**src/rtl/pipe_hazard_ctrl.sv**
```systemverilog
// pipe_hazard_ctrl
//   Central stall / flush / redirect controller for the 5-stage MIPS pipeline.
//   Resolves, in priority order:
//   - overflow exceptions reported from MEM/WB
//   - taken jumps/branches resolved in EX
//   - load-use and mult/div (HI/LO) occupancy hazards seen from ID
//   It also holds the exception PC.
//
// Ports
//   clk, rst                     pipeline clock, synchronous active-high reset
//   id_rs, id_rt                 source register fields of the ID instruction
//   id_uses_rs, id_uses_rt       ID instruction actually reads rs / rt
//   id_mdu_op                    ID instruction touches the mult/div unit or HI/LO
//   ex_memread, ex_rw            EX instruction is a load, and its destination
//   ex_mdu_start                 mult/div issues from EX this cycle
//   ex_jump_taken, ex_jtarget    taken branch/jump resolved in EX, and its target
//   wr_overflow, wr_pcadd4       overflow flag and pc+4 of the MEM/WB instruction
//   pc_stall, ifid_stall         hold the PC / IF-ID register
//   ifid_flush .. memwr_flush    clear the corresponding pipeline register
//   wb_kill                      suppress the register write in WB this cycle
//   pc_redirect, pc_target       load pc_target into the PC (target is 0 otherwise)
//   epc                          address of the last overflowing instruction
//   mdu_busy                     mult/div countdown is nonzero
module pipe_hazard_ctrl #(
  parameter int          MDU_CYCLES = 32,
  parameter logic [31:0] EXC_VECTOR = 32'h00004180
) (
  input  logic        clk,
  input  logic        rst,
  input  logic [4:0]  id_rs,
  input  logic [4:0]  id_rt,
  input  logic        id_uses_rs,
  input  logic        id_uses_rt,
  input  logic        id_mdu_op,
  input  logic        ex_memread,
  input  logic [4:0]  ex_rw,
  input  logic        ex_mdu_start,
  input  logic        ex_jump_taken,
  input  logic [31:0] ex_jtarget,
  input  logic        wr_overflow,
  input  logic [31:0] wr_pcadd4,
  output logic        pc_stall,
  output logic        ifid_stall,
  output logic        ifid_flush,
  output logic        idex_flush,
  output logic        exmem_flush,
  output logic        memwr_flush,
  output logic        wb_kill,
  output logic        pc_redirect,
  output logic [31:0] pc_target,
  output logic [31:0] epc,
  output logic        mdu_busy
);

  typedef enum logic {RUN, EXC_DRAIN} state_t;

  localparam logic [5:0] MDU_LOAD = 6'(MDU_CYCLES);

  state_t     state;
  logic [5:0] mdu_cnt;

  logic busy;
  logic in_run;
  logic exc;
  logic jmp;
  logic lu_hz;
  logic mdu_hz;
  logic stall;

  // The overflowing instruction is the one before its own pc+4; wraps mod 2^32.
  function automatic logic [31:0] ret_addr(input logic [31:0] pcadd4);
    return pcadd4 - 32'd4;
  endfunction

  always_comb begin
    busy   = (mdu_cnt != 6'd0);
    in_run = (state == RUN) && !rst;
    // $0 is hardwired to zero, so a load into it never creates a dependence.
    lu_hz  = ex_memread && (ex_rw != 5'd0) &&
             ((id_uses_rs && (id_rs == ex_rw)) || (id_uses_rt && (id_rt == ex_rw)));
    mdu_hz = id_mdu_op && busy;
    exc    = in_run && wr_overflow;
    jmp    = in_run && !wr_overflow && ex_jump_taken;
    stall  = in_run && !wr_overflow && !ex_jump_taken && (lu_hz || mdu_hz);
  end

  always_comb begin
    pc_stall    = 1'b0;
    ifid_stall  = 1'b0;
    ifid_flush  = 1'b0;
    idex_flush  = 1'b0;
    exmem_flush = 1'b0;
    memwr_flush = 1'b0;
    wb_kill     = 1'b0;
    pc_redirect = 1'b0;
    pc_target   = 32'd0;
    mdu_busy    = busy && !rst;
    if (!rst) begin
      if (state == EXC_DRAIN) begin
        // The instruction fetched during the exception cycle came from the old
        // stream; only IF/ID still holds something to discard.
        ifid_flush = 1'b1;
      end else if (exc) begin
        ifid_flush  = 1'b1;
        idex_flush  = 1'b1;
        exmem_flush = 1'b1;
        memwr_flush = 1'b1;
        wb_kill     = 1'b1;
        pc_redirect = 1'b1;
        pc_target   = EXC_VECTOR;
      end else if (jmp) begin
        ifid_flush  = 1'b1;
        idex_flush  = 1'b1;
        pc_redirect = 1'b1;
        pc_target   = ex_jtarget;
      end else if (stall) begin
        pc_stall   = 1'b1;
        ifid_stall = 1'b1;
        idex_flush = 1'b1;
      end
    end
  end

  always_ff @(posedge clk) begin
    if (rst) begin
      state   <= RUN;
      mdu_cnt <= 6'd0;
      epc     <= 32'd0;
    end else begin
      case (state)
        RUN:       if (exc) state <= EXC_DRAIN;
        EXC_DRAIN: state <= RUN;
        default:   state <= RUN;
      endcase

      if (exc) epc <= ret_addr(wr_pcadd4);

      // Exception cancels any younger mult/div; otherwise a new issue
      // (re)loads the count, and it keeps draining through stalls and flushes.
      if (exc)               mdu_cnt <= 6'd0;
      else if (ex_mdu_start) mdu_cnt <= MDU_LOAD;
      else if (busy)         mdu_cnt <= mdu_cnt - 6'd1;
    end
  end

endmodule

```
**config.mk**
```make
export PLATFORM = sky130hd
export DESIGN_NAME = pipe_hazard_ctrl
export DESIGN_NICKNAME = d
export VERILOG_FILES = /design/src/rtl/pipe_hazard_ctrl.sv
export SDC_FILE = /design/constraint.sdc
export NUM_CORES = 1
export LEC_CHECK = 0
export ABC_AREA = 1
export CORE_ASPECT_RATIO = 0.9
export CORE_MARGIN = 4
export CORE_UTILIZATION = 38
export DETAILED_ROUTE_END_ITERATION = 7
export GPL_TIMING_DRIVEN = 1
export PLACE_DENSITY_LB_ADDON = 0.25
export SLEW_MARGIN = 30
export SYNTH_ARGS = -nofsm -noshare
export SYNTH_HDL_FRONTEND = slang
export SYNTH_SLANG_ARGS = --single-unit
```
**constraint.sdc**
```tcl
create_clock -name clk -period 1.7 [get_ports clk]
set_input_delay 0.34 -clock clk [delete_from_list [all_inputs] [get_ports clk]]
set_output_delay 0.34 -clock clk [all_outputs]
set_load 0.05 [all_outputs]
```
==> impl_metrics.py, run 1 <==
metrics = {
    "status": {
        "status": "finished with violations",
        "violations": "negative setup slack",
    },
    "global_route": {
        "antenna_found_initial": 0,
        "grt_usage_pct": 28.8,
        "overflow": 0,
        "grt_pass1_vias": 3760,
        "grt_pass1_wl_um": 19600,
        "grt_start_max_net_pins": 17,
    },
    "sta": {
        "hold_violations": 0,
        "skew_ns": 0.00397,
        "rsz0062_at_grt": "yes",
        "hold-worst-slack_ns": 0.452,
        "fin_ws_ns": -0.141,
        "maxSlewHeadroom_pct": 82.1,
        "period_needed_ns": 1.84,
        "worst_pin_slew_ns": 0.266,
        "finalMaxSlewViolations": 0,
        "setup_viol": 37,
        "post-route-period-util_pct": 108,
        "fmax_ghz": 0.543,
    },
    "clock_network": {
        "clk_pin_slew_ns": 0.07,
        "cts.path.max_buffers": 2,
        "root_buffer": "clkbuf_8",
        "clkLatencyLatePin_ns": 0.29,
        "cts_buffers": 5,
        "h-tree-depth": 2,
        "cts_tree": "built",
        "clock_sinks": 39,
    },
    "cells_and_area": {
        "stdcell_count": 790,
        "n_fill_cell": 463,
        "drive_above_1_share_pct": 34.0,
        "antenna_cells": 0,
        "layout.nets": 787,
        "syn_to_final_growth_pct": 109,
    },
    "placement": {
        "dp.cells": 765,
        "port_buffers": 160,
        "hpwl_um": 9350,
        "gp_congestion": 0.957,
        "pre_cts_ws_ns": -0.399,
    },
    "routing": {
        "drtIter0Drc": 133,
        "remaining_drc_errors": 0,
        "finalWirelength_um": 13000,
        "vias": 3861,
        "firstDrtPassIters": 5,
        "routedWlPerCell_um": 16.5,
        "via_per_inst": 4.89,
        "ant_nets": 0,
    },
    "synth": {
        "synth_nets": 573,
        "synth-seq-cells": 39,
        "yosys.cell_count.top_type": "nand2_1",
        "ys_warn_count": 0,
        "synth.top_cells.by_count": "148 x nand2_1, 96 x nor2_1, 85 x inv_1",
        "avgSynthCellArea_um2": 5.68,
        "synth_top_area_share_pct": 28.5,
        "synth_area_leaders": "dfxtp_1 28%, nand2_1 20%, nor2_1 13%",
        "ys.flop_type": "dfxtp_1",
        "async_flop_share_pct": 0,
        "synthCells": 482,
        "synth-edff-count": 0,
        "synthesis.area_um2": 2740,
        "ys_types": 34,
        "synth_seq_area_share_pct": 28.5,
        "post-synth-top-area-cell": "dfxtp_1",
    },
    "worst_hold_path": {
        "hold_path_class": "reg2reg",
        "min-delay-start": "epc[21]",
    },
    "floorplanning": {
        "coreArea_um2": 7040,
        "io_pins": 161,
        "die_h_um": 88.6,
        "num_rows": 29,
        "dieWidth_um": 97.5,
        "floorplan.initialDensity_pct": 38.9,
        "die_area_um2": 8640,
    },
    "critical_path": {
        "path_class": "in2out",
        "r2r_start": "state",
        "startpoint_type": "input port",
        "cp-end-kind": "output port",
        "arrival_ns": 1.50,
        "worstPathMaxFanout": 2,
        "crit_start": "id_rt[2]",
        "critPathRequiredTime_ns": 1.36,
    },
    "power": {
        "p_leak_nw": 2.76,
        "finalPower_mw": 3.30,
        "vdd_ir_drop_max_mv": 0.427,
        "p_per_area_nw_per_um2": 577,
    },
    "job": {
        "max_cap_viol_count": 0,
    },
}
## where the power goes
part / switching, mW / internal [mW] / total (mW)
Clock: 0.327 / 0.288 / 0.615
Combinational: 0.906 / 0.722 / 1.63
Sequential: 0.0595 / 0.996 / 1.06
## registers in the layout, summed over array words and instances (netlist names)
name / count
mdu_cnt: 6
state: 1
epc: 32
## kinds of logic after synthesis
logic type	after synthesis	share of synthesized area, %
adders and majority gates	3	1.37
and+or+nand+nor	286	42.3
buffers and inverters	100	14.8
xor gates and xnor gates	13	4.16
AOI/OAI and AO/OA	41	8.90
DFF	39	28.5
## cell usage in the layout, fill, tap and decap left out, types with 2 or more instances in the layout
cell type and instances:
nand3_1 23, inv_1 74, o21ai_1 3, o21bai_1 3
buf_16 3, clkdlybuf4s15_1 6, inv_2 10, dlygate4sd2_1 5
buf_4 79, nor2_1 56, dfxtp_1 35, xnor2_1 4
a21oi_1 5, nand3_4 2, nand2_2 11, clkbuf_1 2
o21ai_0 19, clkbuf_2 9, nand2_4 2, dfxtp_2 3
nor2_2 13, nand4_1 3, clkbuf_8 5, clkdlybuf4s50_1 67
xor2_1 8, buf_12 45, a22o_1 3, nand2_1 137
buf_6 6, nor2_4 34
## routing by layer
| layer | vias to the layer above | share of wire, % | GRT usage, % | wire (um) |
|---|---|---|---|---|
| met1 | 1771 | 38 | 32.0 | 4930 |
| met5 | - | 0 | 0 | 0 |
| met4 | 0 | 3.7 | 11.8 | 483 |
| li1 | 1872 | - | - | - |
| met2 | 177 | 51 | 54.2 | 6670 |
| met3 | 41 | 7.4 | 6.30 | 964 |
## metrics by stage
| step | utilization [%] | setup TNS (ns) | cell area (um^2) |
|---|---|---|---|
| after floorplan | - | -2.20 | 2830 |
| after global routing | 81.2 | -4.58 | 5720 |
| after detailed placement | 73.1 | -18.90 | 5140 |
| after CTS | 80.0 | -2.79 | 5630 |
| final | 81.2 | -3.36 | 5720 |
| after global placement | 73.1 | -17.19 | 5140 |
## final cells by class
class / instances / area [um^2] / area share (%)
repair buffers: 220 / 2460 / 43.1
well taps: 93 / 116 / 2.04
clock inverters: 1 / 5.00 / 0.0875
inverters: 87 / 338 / 5.91
multi-input cells: 343 / 1930 / 33.8
flip-flops and latches: 39 / 788 / 13.8
clock buffers: 7 / 76.3 / 1.33
## path summary, 6_finish.rpt
check	to	slack, ns	cells after the start
setup / recovery	pc_stall	-0.14	11
hold / removal	epc[21]	0.45	2
setup reg to reg	epc[13]	0.23	9
hold reg to reg	epc[21]	0.45	2
## critical path: stages
cell and delay [ns]:
clkdlybuf4s15_1 0.23, nand2_1 0.10, nand2_1 0.06, nor2_2 0.10
nand3_1 0.09, nand2_1 0.07, nand2_1 0.08, nand2_2 0.09
nand2_4 0.06, clkinvlp_4 0.13, buf_12 0.14
## what timing repair did
action	CTS	global route
setup buffers	9	5
endpoints found under the hold margin	0	0
gates resized for setup	102	46
cloned	3	0
hold buffers	0	0
endpoints found under the setup margin	42	53
pin swaps	20	33
Power figures use the tool's default switching activity.
==> inputs of run 2 (changes only) <==
- CTS_CLUSTER_SIZE: default -> 10
==> results of run 2 <==
Same layout as run 1: the final DEF is identical, and so are final timing and power.
